File: src/rtl/fp_to_int_if.sv
// fp_to_int_if: operand/result handshake bundle for fp_to_int_converter.
//   master: operand producer / result consumer (drives in_valid, float_in, rm,
//           is_signed, out_ready)
//   slave : converter (drives in_ready, out_valid, int_out, invalid, inexact)
// The parameters must match those of the converter instance it connects to.
interface fp_to_int_if #(
  parameter int EXP_W = 8,
  parameter int MAN_W = 23,
  parameter int INT_W = 32
);
  logic                   in_valid;
  logic                   in_ready;
  logic [EXP_W+MAN_W:0]   float_in;
  logic [1:0]             rm;
  logic                   is_signed;
  logic                   out_valid;
  logic                   out_ready;
  logic [INT_W-1:0]       int_out;
  logic                   invalid;
  logic                   inexact;

  modport master (
    output in_valid, float_in, rm, is_signed, out_ready,
    input  in_ready, out_valid, int_out, invalid, inexact
  );

  modport slave (
    input  in_valid, float_in, rm, is_signed, out_ready,
    output in_ready, out_valid, int_out, invalid, inexact
  );
endinterface

File: src/rtl/fp_to_int_converter.sv
// fp_to_int_converter: IEEE-754 float to signed/unsigned INT_W-bit integer.
// One operation in flight: IDLE -> CLASSIFY -> ALIGN -> ROUND -> HOLD.
// Ports:
//   clk   : clock, rising edge
//   reset : asynchronous, active-low
//   bus   : fp_to_int_if.slave (operand in via in_valid/in_ready, result out
//           via out_valid/out_ready with int_out, invalid, inexact)
// Rounding modes (rm): 00 toward zero, 01 toward +inf, 10 toward -inf,
// 11 nearest-even. Out-of-range, NaN and Inf saturate and raise invalid.
module fp_to_int_converter #(
  parameter int EXP_W = 8,
  parameter int MAN_W = 23,
  parameter int INT_W = 32
) (
  input  logic        clk,
  input  logic        reset,
  fp_to_int_if.slave  bus
);

  localparam int FW    = EXP_W + MAN_W + 1;
  localparam int MAG_W = INT_W + 1;       // magnitude plus rounding carry
  localparam int EW    = EXP_W + 2;       // signed unbiased exponent
  localparam int BIAS  = (1 << (EXP_W - 1)) - 1;

  localparam logic [INT_W-1:0] INT_MAX = {1'b0, {(INT_W-1){1'b1}}};
  localparam logic [INT_W-1:0] INT_MIN = {1'b1, {(INT_W-1){1'b0}}};
  localparam logic [MAG_W-1:0] POS_LIM = {2'b00, {(INT_W-1){1'b1}}};
  localparam logic [MAG_W-1:0] NEG_LIM = {2'b01, {(INT_W-1){1'b0}}};

  typedef enum logic [2:0] {IDLE, CLASSIFY, ALIGN, ROUND, HOLD} state_t;

  state_t                  state_q, state_d;
  logic [FW-1:0]           op_q, op_d;
  logic [1:0]              rm_q, rm_d;
  logic                    sgn_q, sgn_d;     // signed result requested
  logic                    sign_q, sign_d;   // operand sign
  logic signed [EW-1:0]    e_q, e_d;
  logic [MAN_W:0]          sig_q, sig_d;
  logic                    nan_q, nan_d, inf_q, inf_d, ovf_q, ovf_d;
  logic [MAG_W-1:0]        mag_q, mag_d;
  logic                    g_q, g_d, s_q, s_d;
  logic [INT_W-1:0]        res_q, res_d;
  logic                    inv_q, inv_d, inx_q, inx_d;

  // ---- classify (from latched operand) ----
  logic [EXP_W-1:0]        exp_f;
  logic [MAN_W-1:0]        man_f;
  logic signed [EW-1:0]    cls_e;
  logic [MAN_W:0]          cls_sig;
  logic                    cls_nan, cls_inf, cls_ovf;

  always_comb begin
    exp_f   = op_q[FW-2:MAN_W];
    man_f   = op_q[MAN_W-1:0];
    cls_nan = 1'b0;
    cls_inf = 1'b0;
    cls_ovf = 1'b0;
    if (exp_f == '0) begin
      cls_sig = {1'b0, man_f};
      cls_e   = EW'(1 - BIAS);
    end else begin
      cls_sig = {1'b1, man_f};
      cls_e   = EW'(int'(exp_f) - BIAS);
    end
    if (&exp_f) begin
      cls_nan = |man_f;
      cls_inf = ~|man_f;
    end else begin
      // Too large for any INT_W result: no need to shift at all.
      cls_ovf = int'(cls_e) >= INT_W;
    end
  end

  // ---- align: integer magnitude plus guard/sticky ----
  // Right-shift amount sh = MAN_W - e covers both e<0 and 0<=e<=MAN_W:
  // guard is the bit at sh-1, sticky everything below it.
  int                      sh;
  logic [MAG_W-1:0]        al_mag;
  logic                    al_g, al_s;

  always_comb begin
    sh     = MAN_W - int'(e_q);
    al_mag = '0;
    al_g   = 1'b0;
    al_s   = 1'b0;
    if (sh >= 0) begin
      al_mag = MAG_W'(sig_q >> sh);
      for (int i = 0; i <= MAN_W; i++) begin
        if (i == sh - 1)     al_g = sig_q[i];
        else if (i < sh - 1) al_s = al_s | sig_q[i];
      end
    end else begin
      al_mag = MAG_W'(sig_q) << (-sh);
    end
  end

  // ---- round, range check, saturate ----
  logic                    inc;
  logic [MAG_W-1:0]        mag_r;
  logic                    in_range;

  always_comb begin
    case (rm_q)
      2'b00:   inc = 1'b0;
      2'b01:   inc = (g_q | s_q) & ~sign_q;
      2'b10:   inc = (g_q | s_q) & sign_q;
      default: inc = g_q & (s_q | mag_q[0]);
    endcase
    mag_r = mag_q + MAG_W'(inc);
    if (sgn_q) in_range = sign_q ? (mag_r <= NEG_LIM) : (mag_r <= POS_LIM);
    else       in_range = sign_q ? (mag_r == '0)     : ~mag_r[INT_W];
    rd_inv_calc();
  end

  logic [INT_W-1:0]        rd_res;
  logic                    rd_inv, rd_inx;

  function automatic void rd_inv_calc();
  endfunction

  always_comb begin
    rd_res = '0;
    rd_inv = 1'b0;
    rd_inx = 1'b0;
    if (nan_q) begin
      rd_inv = 1'b1;
      rd_res = sgn_q ? INT_MAX : '1;
    end else if (inf_q || ovf_q || !in_range) begin
      rd_inv = 1'b1;
      if (sign_q) rd_res = sgn_q ? INT_MIN : '0;
      else        rd_res = sgn_q ? INT_MAX : '1;
    end else begin
      rd_inx = g_q | s_q;
      rd_res = sign_q ? -mag_r[INT_W-1:0] : mag_r[INT_W-1:0];
    end
  end

  // ---- FSM next state / register loads ----
  always_comb begin
    state_d = state_q;
    op_d    = op_q;
    rm_d    = rm_q;
    sgn_d   = sgn_q;
    sign_d  = sign_q;
    e_d     = e_q;
    sig_d   = sig_q;
    nan_d   = nan_q;
    inf_d   = inf_q;
    ovf_d   = ovf_q;
    mag_d   = mag_q;
    g_d     = g_q;
    s_d     = s_q;
    res_d   = res_q;
    inv_d   = inv_q;
    inx_d   = inx_q;
    case (state_q)
      IDLE: if (bus.in_valid) begin
        op_d    = bus.float_in;
        rm_d    = bus.rm;
        sgn_d   = bus.is_signed;
        state_d = CLASSIFY;
      end
      CLASSIFY: begin
        sign_d  = op_q[FW-1];
        e_d     = cls_e;
        sig_d   = cls_sig;
        nan_d   = cls_nan;
        inf_d   = cls_inf;
        ovf_d   = cls_ovf;
        state_d = ALIGN;
      end
      ALIGN: begin
        mag_d   = al_mag;
        g_d     = al_g;
        s_d     = al_s;
        state_d = ROUND;
      end
      ROUND: begin
        res_d   = rd_res;
        inv_d   = rd_inv;
        inx_d   = rd_inx;
        state_d = HOLD;
      end
      HOLD: if (bus.out_ready) state_d = IDLE;
      default: state_d = IDLE;
    endcase
  end

  always_ff @(posedge clk or negedge reset) begin
    if (!reset) begin
      state_q <= IDLE;
      op_q    <= '0;
      rm_q    <= '0;
      sgn_q   <= 1'b0;
      sign_q  <= 1'b0;
      e_q     <= '0;
      sig_q   <= '0;
      nan_q   <= 1'b0;
      inf_q   <= 1'b0;
      ovf_q   <= 1'b0;
      mag_q   <= '0;
      g_q     <= 1'b0;
      s_q     <= 1'b0;
      res_q   <= '0;
      inv_q   <= 1'b0;
      inx_q   <= 1'b0;
    end else begin
      state_q <= state_d;
      op_q    <= op_d;
      rm_q    <= rm_d;
      sgn_q   <= sgn_d;
      sign_q  <= sign_d;
      e_q     <= e_d;
      sig_q   <= sig_d;
      nan_q   <= nan_d;
      inf_q   <= inf_d;
      ovf_q   <= ovf_d;
      mag_q   <= mag_d;
      g_q     <= g_d;
      s_q     <= s_d;
      res_q   <= res_d;
      inv_q   <= inv_d;
      inx_q   <= inx_d;
    end
  end

  assign bus.in_ready  = (state_q == IDLE);
  assign bus.out_valid = (state_q == HOLD);
  assign bus.int_out   = res_q;
  assign bus.invalid   = inv_q;
  assign bus.inexact   = inx_q;

endmodule
File: src/flat_wrapper.sv
// flat-port wrapper written by rule: the top's interface ports become plain ports
module fp_to_int_converter_flat 
#(
  parameter int EXP_W = 8,
  parameter int MAN_W = 23,
  parameter int INT_W = 32
)
  (clk, reset, bus_in_valid, bus_float_in, bus_rm, bus_is_signed, bus_out_ready, bus_in_ready, bus_out_valid, bus_int_out, bus_invalid, bus_inexact);
  fp_to_int_if #(.EXP_W(EXP_W), .MAN_W(MAN_W), .INT_W(INT_W)) bus_i ();
  input  logic clk;
  input  logic reset;
  input wire logic [$bits(bus_i.in_valid)-1:0] bus_in_valid;
  input wire logic [$bits(bus_i.float_in)-1:0] bus_float_in;
  input wire logic [$bits(bus_i.rm)-1:0] bus_rm;
  input wire logic [$bits(bus_i.is_signed)-1:0] bus_is_signed;
  input wire logic [$bits(bus_i.out_ready)-1:0] bus_out_ready;
  output wire logic [$bits(bus_i.in_ready)-1:0] bus_in_ready;
  output wire logic [$bits(bus_i.out_valid)-1:0] bus_out_valid;
  output wire logic [$bits(bus_i.int_out)-1:0] bus_int_out;
  output wire logic [$bits(bus_i.invalid)-1:0] bus_invalid;
  output wire logic [$bits(bus_i.inexact)-1:0] bus_inexact;
  assign bus_i.in_valid = bus_in_valid;
  assign bus_i.float_in = bus_float_in;
  assign bus_i.rm = bus_rm;
  assign bus_i.is_signed = bus_is_signed;
  assign bus_i.out_ready = bus_out_ready;
  assign bus_in_ready = bus_i.in_ready;
  assign bus_out_valid = bus_i.out_valid;
  assign bus_int_out = bus_i.int_out;
  assign bus_invalid = bus_i.invalid;
  assign bus_inexact = bus_i.inexact;
  fp_to_int_converter #(.EXP_W(EXP_W), .MAN_W(MAN_W), .INT_W(INT_W)) u_core (.clk(clk), .reset(reset), .bus(bus_i));
endmodule
File: config.mk
export PLATFORM = sky130hd
export DESIGN_NAME = fp_to_int_converter_flat
export DESIGN_NICKNAME = d
export VERILOG_FILES = /design/src/rtl/fp_to_int_if.sv /design/src/rtl/fp_to_int_converter.sv /design/src/flat_wrapper.sv
export SDC_FILE = /design/constraint.sdc
export NUM_CORES = 1
export LEC_CHECK = 0
export BUFFER_PORTS_ARGS = -buffer_cell sky130_fd_sc_hd__clkbuf_2
export CORE_AREA = 2 2 165 167
export CTS_CLUSTER_DIAMETER = 150
export CTS_CLUSTER_SIZE = 20
export DETAILED_ROUTE_END_ITERATION = 10
export DIE_AREA = 0 0 167 169
export PLACE_DENSITY = 0.76
export SLEW_MARGIN = 40
export SYNTH_ARGS = -nofsm -noshare
export SYNTH_HDL_FRONTEND = slang
export SYNTH_SLANG_ARGS = --single-unit
File: constraint.sdc
create_clock -name clk -period 5.9 [get_ports clk]
set_input_delay 1.475 -clock clk [delete_from_list [all_inputs] [get_ports clk]]
set_output_delay 1.475 -clock clk [all_outputs]
set_load 0.02 [all_outputs]
After elaboration in Yosys (flattened, before gate mapping)
Cells that the tools add are included.
Operators by class
  add/sub/neg operators: 6
  order comparisons: 28
  equal/unequal tests: 31
  shift-type cells: 2
  mux-type cells: 120
  bitwise gates (word level): 30
  reduce and logical (&&, ||, !) cells: 13
Operator list (count)
  equality test 5 x 32 -> 1 bit, first input constant: 8
  equality test 6 x 32 -> 1 bit, first input constant: 8
  less-than comparator 5 x 32 -> 1 bit, first input constant: 8
  less-than comparator 6 x 32 -> 1 bit, first input constant: 8
  two-way mux 32 bit: 6
  equality test 4 x 32 -> 1 bit, first input constant: 4
  less-than comparator 4 x 32 -> 1 bit, first input constant: 4
  two-way mux 1 bit: 107
  equality test 3 x 32 -> 1 bit, first input constant: 2
  less-than comparator 3 x 32 -> 1 bit, first input constant: 2
  negation 32 bit: 2
  adder 33 x 1 -> 33 bit: 1
  less-or-equal comparator 33 x 31 -> 1 bit, second input constant: 1
  less-or-equal comparator 33 x 32 -> 1 bit, second input constant: 1
  zero test 33 bit: 1
  two-way mux 33 bit: 1
  left shift 24 x 32 -> 33 bit: 1
  right shift 24 x 32 -> 33 bit: 1
  equality test 2 x 32 -> 1 bit, first input constant: 1
  greater-or-equal comparator 32 x 1 -> 1 bit, second input constant: 1
  zero test 32 bit: 1
  less-than comparator 1 x 32 -> 1 bit, first input constant: 1
  less-than comparator 2 x 32 -> 1 bit, first input constant: 1
  subtractor 32 x 2 -> 32 bit, second input constant: 1
  other kinds (25): 58
Word-level totals
  register bits: 145
  input port bits: 39

Logic depth before layout (Yosys ltp)
Gate-level depths: netlist of the first run.
  word-level depth: 98
  mapped depth: 21
  mapped depth without buffers: 19

Worst setup path after synthesis of the first run
OpenSTA, ideal clock, no wires.
  kind: reg2reg
  start: register u_core.e_q[3]
  end: register u_core.mag_q[30]
  library setup time: 0.083 ns
  arrival: 4.657 ns
  data required time: 5.817 ns
  setup slack: 1.159 ns
  cell stages (with the launch flop): 20
  period minus slack after synthesis: 4.741 ns
  cell sequence: dfrtp_1 buf_4 inv_1 clkbuf_1 ha_1 nor4bb_1 nand2_1 nor3_2 inv_1 ha_1 or4b_2 nor3_1 o21ai_0 a211oi_1 buf_2 buf_4 nand2_1 o221ai_1 o21ai_0 o21ai_0
Between the ends
  word-level cells in the longest chain between the ends: 4
RTL lines
  start: declaration: line fp_to_int_converter.sv:37  | logic signed [EW-1:0] e_q, e_d;
  start signal: assignment: line fp_to_int_converter.sv:196  | e_q <= '0;
  start signal: assignment: line fp_to_int_converter.sv:213  | e_q <= e_d;
  subtractor 6 x 10 -> 11 bit *: line fp_to_int_converter.sv:82  | sh = MAN_W - int'(e_q);
  negation 32 bit: line fp_to_int_converter.sv:93  | al_mag = MAG_W'(sig_q) << (-sh);
  left shift 24 x 32 -> 33 bit: line fp_to_int_converter.sv:93
  two-way mux 33 bit *: line fp_to_int_converter.sv:86  | if (sh >= 0) begin
  end signal: assignment: line fp_to_int_converter.sv:218  | mag_q <= mag_d;
  end: declaration: line fp_to_int_converter.sv:40  | logic [MAG_W-1:0] mag_q, mag_d;
Mark *: on every way between the ends. The rest lies on a longest branch, timed or not.
A chain may end at the register's enable or synchronous reset.

Worst setup path after layout of the first run
  start: register u_core.rm_q[0]
  end: register u_core.res_q[21] (netlist: u_core.bus.int_out[21])
Between the ends
  word-level cells in the longest chain between the ends: 10
RTL lines
  start: declaration: line fp_to_int_converter.sv:34  | logic [1:0] rm_q, rm_d;
  start signal: assignment: line fp_to_int_converter.sv:210  | rm_q <= rm_d;
  equality test 2 bit (tied with other cells): line fp_to_int_converter.sv:103  | case (rm_q)
  case mux 1 bit (3 select lines) *: line fp_to_int_converter.sv:103
  adder 33 x 1 -> 33 bit *: line fp_to_int_converter.sv:109  | mag_r = mag_q + MAG_W'(inc);
  less-or-equal comparator 33 x 31 -> 1 bit (tied with other cells): line fp_to_int_converter.sv:110  | if (sgn_q) in_range = sign_q ? (mag_r <= NEG_LIM) : (mag_r <= POS_LIM);
  two-way mux 1 bit, on equally long branches: line fp_to_int_converter.sv:110, fp_to_int_converter.sv:111
  two-way mux 1 bit: line fp_to_int_converter.sv:110
  zero test 1 bit: line fp_to_int_converter.sv:128  | end else if (inf_q || ovf_q || !in_range) begin
  logical OR 1 bit: line fp_to_int_converter.sv:128
  two-way mux 32 bit *: line fp_to_int_converter.sv:128
  two-way mux 32 bit *: line fp_to_int_converter.sv:125  | if (nan_q) begin
  end signal: assignment: line fp_to_int_converter.sv:221  | res_q <= res_d;
  end: declaration: line fp_to_int_converter.sv:42  | logic [INT_W-1:0] res_q, res_d;
Marks and branches as above.

==> metrics.cfg, run 1 <==
[outcome]
status = complete, no violations

[cells_and_area]
final_common_cell = nand2_1
mostFrequentLayoutCells = 240 x nand2_1, 144 x nor2_1, 143 x dfrtp_1
final_cells = 1998
area_delta_synth_final_pct = 8.58
drive_gt1_share_pct = 14.9
antenna_cells = 0
finalInstanceArea_um2 = 14100
fin_nets = 1709

[drt]
drtPass1Iterations = 6
vias_per_cell = 6.57
wl_mm = 44.6
drtAntennaViolNets = 0
routed-via-count = 13100
drc = 0
wl_per_cell_um = 22.3
drtIter0Drc = 1378

[synthesis]
synth-edff-count = 0
ys.flop_type = dfrtp_1
synthesis.nets = 1724
yosysTopAreaCellShare_pct = 27.7
ys_seq_area_share_pct = 27.7
ys_types = 96
synth_area_leader_cell = dfrtp_1
synthCells = 1659
ys_ff_latch = 144
synth_warnings = 0
synth_area_leaders = dfrtp_1 28%, nand2_1 6.9%, mux2i_1 5.7%
netlist_area_um2 = 13000
async_reset_ff_share_pct = 100
avgSynthCellArea_um2 = 7.84

[critical_path]
slowest_delay_ns = 0.69
crit_start = u_core.rm_q[0]
cpMostUsedCell = ha_1
path_cells = inv_1 > ha_1 > xor2_1 > nor3_1 > a21oi_1 > nor2_1 > ha_1 > ha_1 > nand4_1 > or4_1 > xor2_1 > a21boi_2 > nand3_1 > nor4_4 > o21ba_1 > buf_12 > o21ai_2 > a221oi_2
required_ns = 6.25
cp.arrival_ns = 5.70
critical_path_class = reg -> reg
path_delay_family = simple AND/OR/NAND/NOR gates
regToRegStartpoint = u_core.rm_q[0]
cp.buffers_inverters = 2
crit_fanout = 17
start_kind = flop
end_kind = flop
cp_slowest_cell = o21ba_1

[cts]
postCtsHoldBufs = 0
clkLatencyLatePin_ns = 0.44
cts_buffers = 17
ctsLongestPathBuffers = 2
cts_resized = 0
cts_num_sinks = 144
cts_tree = done
post_cts_buffers = 0
clk_pin_slew_worst_paths_ns = 0.08
clock-root-buffer = clkbuf_16
htreeDepth = 4

[timing]
setup_viol = 0
timing.final.crit_period_ns = 5.35
setup-tns-final_ns = 0
relSlewSlack_pct = 44.8
drv_slew = 0
hold_viol_final = 0
whs_ns = 0.490
rsz0062_at_grt = false
fmax_mhz = 187
tightest_slew_ns = 0.828
skew_ns = 0.0213
finalCritPeriodShare_pct = 90.8

[hold_path]
holdCritStartpoint = u_core.inf_q
hold_class = reg -> reg

[floorplan]
fp.dieH_um = 169
core_um2 = 26500
die_w_um = 167
die_area_um2 = 28200
num_io_pins = 75
start_util_pct = 49.1
rows = 60

[power]
power.density_nw_per_um2 = 664
p_leak_nw = 5.67
finalPower_mw = 9.38
ir_drop_mv = 0.443

[place]
post-place-cells = 1966
gp_congestion = 0.965
dp.final_hpwl_mm = 32.6
io_buffers = 74
dpl_cell_area_um2 = 13500

[grt]
grt_pass1_vias = 12500
antenna_found_initial = 0
grt_usage_pct = 31.3
overflow = 0
grt_pass1_wl_mm = 70.5
grt_start_max_net_pins = 62

[job]
cap_violations = 0

==> tightest hold or removal path, stage by stage, from the launching register on <==
cell,delay [ns]
dfrtp_1,0.36
nand2_1,0.05
o31ai_1,0.05
==> synth_stat cells (14+ instances only) <==
master / n
nand2_1: 240
xnor2_1: 39
a21o_1: 17
or3_1: 14
a21oi_1: 110
clkbuf_1: 89
nand3_1: 61
dfrtp_1: 144
and3_1: 17
nand4_1: 24
nor2_1: 145
a211oi_1: 17
o22ai_1: 20
and2_1: 14
nor4_1: 27
buf_2: 25
mux2i_1: 74
a31oi_1: 23
nor3_1: 43
o21ai_0: 112
mux2_2: 39
ha_1: 26
inv_1: 41
xor2_1: 22
==> metrics by stage <==
step / util [%] / setup slack (ns)
6_report: 53.3 / 0.546
5_1_grt: 53.3 / 0.0102
2_1_floorplan: - / 1.16
3_5_place_dp: 50.8 / 0.685
4_1_cts: 53.2 / 0.667
3_3_place_gp: 50.8 / 0.784
==> layer usage <==
| metal | global-route usage (%) | up-vias | share of wire [%] |
|---|---|---|---|
| li1 | - | 6035 | - |
| met1 | 40.1 | 6244 | 40 |
| met2 | 52.2 | 691 | 47 |
| met3 | 4.14 | 163 | 7.5 |
| met4 | 15.6 | 0 | 5.2 |
| met5 | 0 | - | 0 |
==> path summary, 6_finish.rpt <==
check / cells after the start / slack (ns) / end
max in group asynchronous: 2 / 3.92 / u_core.sig_q[19]
min in group asynchronous: 1 / 1.00 / u_core.mag_q[5]
worst max register to register: 18 / 0.55 / u_core.bus.int_out[21]
worst max-delay path: 18 / 0.55 / u_core.bus.int_out[21]
worst min register to register: 2 / 0.49 / u_core.inf_q
worst min-delay path: 2 / 0.49 / u_core.inf_q
==> layout make-up <==
class / count / area [um2]
inverter: 41 / 154
timing repair buffer: 110 / 663
clock buffer: 17 / 425
fill: 2541 / 12400
sequential: 144 / 3600
clock inverter: 15 / 194
multi-input combinational: 1330 / 8650
tap: 341 / 427
==> state kept, by name, indices dropped and copies added (netlist names), 2 cells and up <==
name                cells
u_core.op_q            32
u_core.rm_q             2
u_core.state_q          3
u_core.mag_q           33
u_core.sig_q           24
u_core.bus.int_out     32
u_core.e_q              9
==> cell families (layout without fill, tap and decap cells) <==
family	Yosys count	count (layout)	synth area share, %
AND/OR/NAND/NOR	674	674	25.7
AO/OA/AOI/OAI	443	443	22.4
buffers and inverters	185	183	6.28
flip-flops	144	144	27.7
multiplexers	126	126	11.3
XOR/XNOR	61	61	4.11
adder cells (fa/ha/maj)	26	26	2.50
==> where the power goes <==
group	internal [mW]	switching [mW]
clock network	0.614	0.555
logic	2.23	3.86
registers	1.40	0.719
Power figures use the tool's default switching activity.
==> run 2, diff against run 1 <==
- CAP_MARGIN: default -> 5
- CORE_AREA: 2 2 165 167 -> 2 2 179 181
- DIE_AREA: 0 0 167 169 -> 0 0 181 183
- PLACE_DENSITY: 0.76 -> 0.59
==> metrics.cfg, run 2 (synthesized netlist as in run 1, its figures left out) <==
[outcome]
status = complete, no violations

[place]
gp_congestion = 0.992
dp.final_hpwl_mm = 33.3
io_buffers = 74
dpl_cell_area_um2 = 13500
pre_cts_ws_ns = 0.615

[critical_path]
rr_endpoint = u_core.bus.int_out[1]
crit_start = u_core.rm_q[0]
end_kind = flop
cp.arrival_ns = 5.69
regToRegStartpoint = u_core.rm_q[0]
rrSetupSlack_ns = 0.53
cpMostUsedCell = ha_1
crit_fanout = 33
start_kind = flop
path_cells = inv_1 > ha_1 > xor2_1 > nor3_1 > a21oi_1 > nor2_1 > ha_1 > ha_1 > nand4_1 > or4_1 > xor2_1 > a21boi_2 > nand3_1 > nor4_4 > o21ba_1 > buf_4 > a21oi_1 > o32a_1
rr_worst_depth = 18
cp_slowest_cell = or4_1
slowest_delay_ns = 0.55
critical_path_class = reg -> reg
critPathCapture = u_core.bus.int_out[1]
required_ns = 6.22

[floorplan]
die_area_um2 = 33100
rows = 65
fp.dieH_um = 183
num_io_pins = 75
die_w_um = 181
core_um2 = 31200
start_util_pct = 41.6

[cells_and_area]
largest_reg_flops = 33
drive_gt1_share_pct = 14.9
finalInstanceArea_um2 = 14200
multi_input_area_um2 = 8640
top_register = u_core.mag_q
antenna_cells = 0
final_common_cell = nand2_1
fin_nets = 1707
ff_latch_area_um2 = 3600
area_delta_synth_final_pct = 9.21
mostFrequentLayoutCells = 240 x nand2_1, 144 x nor2_1, 143 x dfrtp_1
n_fill_cell = 3201
utilization_pct = 45.5

[timing]
fmax_mhz = 186
finalCritPeriodShare_pct = 91.1
rsz0062_at_grt = false
setup_viol = 0
timing.final.crit_period_ns = 5.37
skew_ns = 0.0262
tightest_slew_ns = 0.884
relSlewSlack_pct = 40.6
fin_ws_ns = 0.526
hold_viol_final = 0
drv_slew = 0
setup-tns-final_ns = 0

[hold_path]
hold_class = reg -> reg

[drt]
wl_per_cell_um = 21.9
drtPass1Iterations = 5
drtIter0Drc = 1351
drc = 0
drtAntennaViolNets = 0
routed-via-count = 13000
wl_mm = 45.0
vias_per_cell = 6.30

[power]
seqPwrFrac_pct = 22.6
switching_share_pct = 54.4
internal_power_mw = 4.26
ir_drop_mv = 0.351
power.density_nw_per_um2 = 659
comb_power_share_pct = 64.9
p_leak_nw = 5.68
p_sw_mw = 5.09
power.share.clock_pct = 12.5

[grt]
grt_usage_pct = 27.3
grt_pass1_wl_mm = 71.3
antenna_found_initial = 0
grt_start_max_net_pins = 78
grt_pass1_vias = 12500
overflow = 0

[cts]
cts_buffers = 17
clock-root-buffer = clkbuf_16
ctsLongestPathBuffers = 2
post_cts_buffers = 0
clkLatencyLatePin_ns = 0.44
htreeDepth = 4
cts_resized = 0
cts_tree = done
clk_pin_slew_worst_paths_ns = 0.07
postCtsHoldBufs = 0
cts_num_sinks = 144

[job]
cap_violations = 0

## run 2: changes by cell type in the layout (fill, tap and decap cells not counted), sizes merged
cell and change:
buf -2, bufinv +1, clkinvlp -2, inv +1
## run 2: metal layers
| layer | part of all wire [%] | vias to the layer above | track usage (%) |
|---|---|---|---|
| met5 | 0 | - | 0 |
| met4 | 4.8 | 0 | 14.0 |
| li1 | - | 6026 | - |
| met1 | 42 | 6223 | 35.1 |
| met3 | 5.8 | 135 | 3.71 |
| met2 | 47 | 577 | 45.0 |
## run 2: power groups by stage
| stage | registers (mW) | logic (mW) | clock network (mW) |
|---|---|---|---|
| after global routing | 2.17 | 6.65 | 1.23 |
| after CTS | 2.09 | 5.97 | 1.19 |
| after global placement | 2.11 | 5.93 | 0 |
| after detailed placement | 2.11 | 5.95 | 0 |
| final | 2.12 | 6.07 | 1.17 |
| after floorplan | 1.80 | 4.55 | 0 |
## run 2: cell type report
type,count,area share [%]
multi-input cells,1330,60.9
flip-flops and latches,144,25.4
repair buffers,108,4.59
well taps,402,3.54
clock buffers,17,3.00
clock inverters,15,1.50
inverters,41,1.08
## run 2: metrics by stage
step                hold slack [ns]  power, mW  std cells
floorplan                     0.446       6.36       1659
global placement              0.472       8.03       2024
detailed placement            0.480       8.06       2024
CTS                           0.496       9.26       2056
global route                  0.518       10.0       2057
finish                        0.490       9.36       2057
## run 2: worst max-delay path: cells and delay by family, from the launching register on
family	cells	cell delay, ns
simple gates	6	1.86
fa+ha+maj	3	1.12
compound gates	5	1.07
xor+xnor	2	0.44
buf+inv	2	0.42
flops	1	0.35
## run 2: worst min-delay path by stage
| stage | startpoint | endpoint | cells past startpoint |
|---|---|---|---|
| final | u_core.bus.invalid | u_core.bus.invalid | 1 |
| after global routing | u_core.op_q[13] | u_core.sig_q[13] | 2 |
| after CTS | u_core.bus.invalid | u_core.bus.invalid | 1 |
| after detailed placement | u_core.bus.invalid | u_core.bus.invalid | 1 |
| after global placement | u_core.bus.inexact | u_core.bus.inexact | 2 |
| after floorplan | u_core.op_q[31] | u_core.sign_q | 2 |
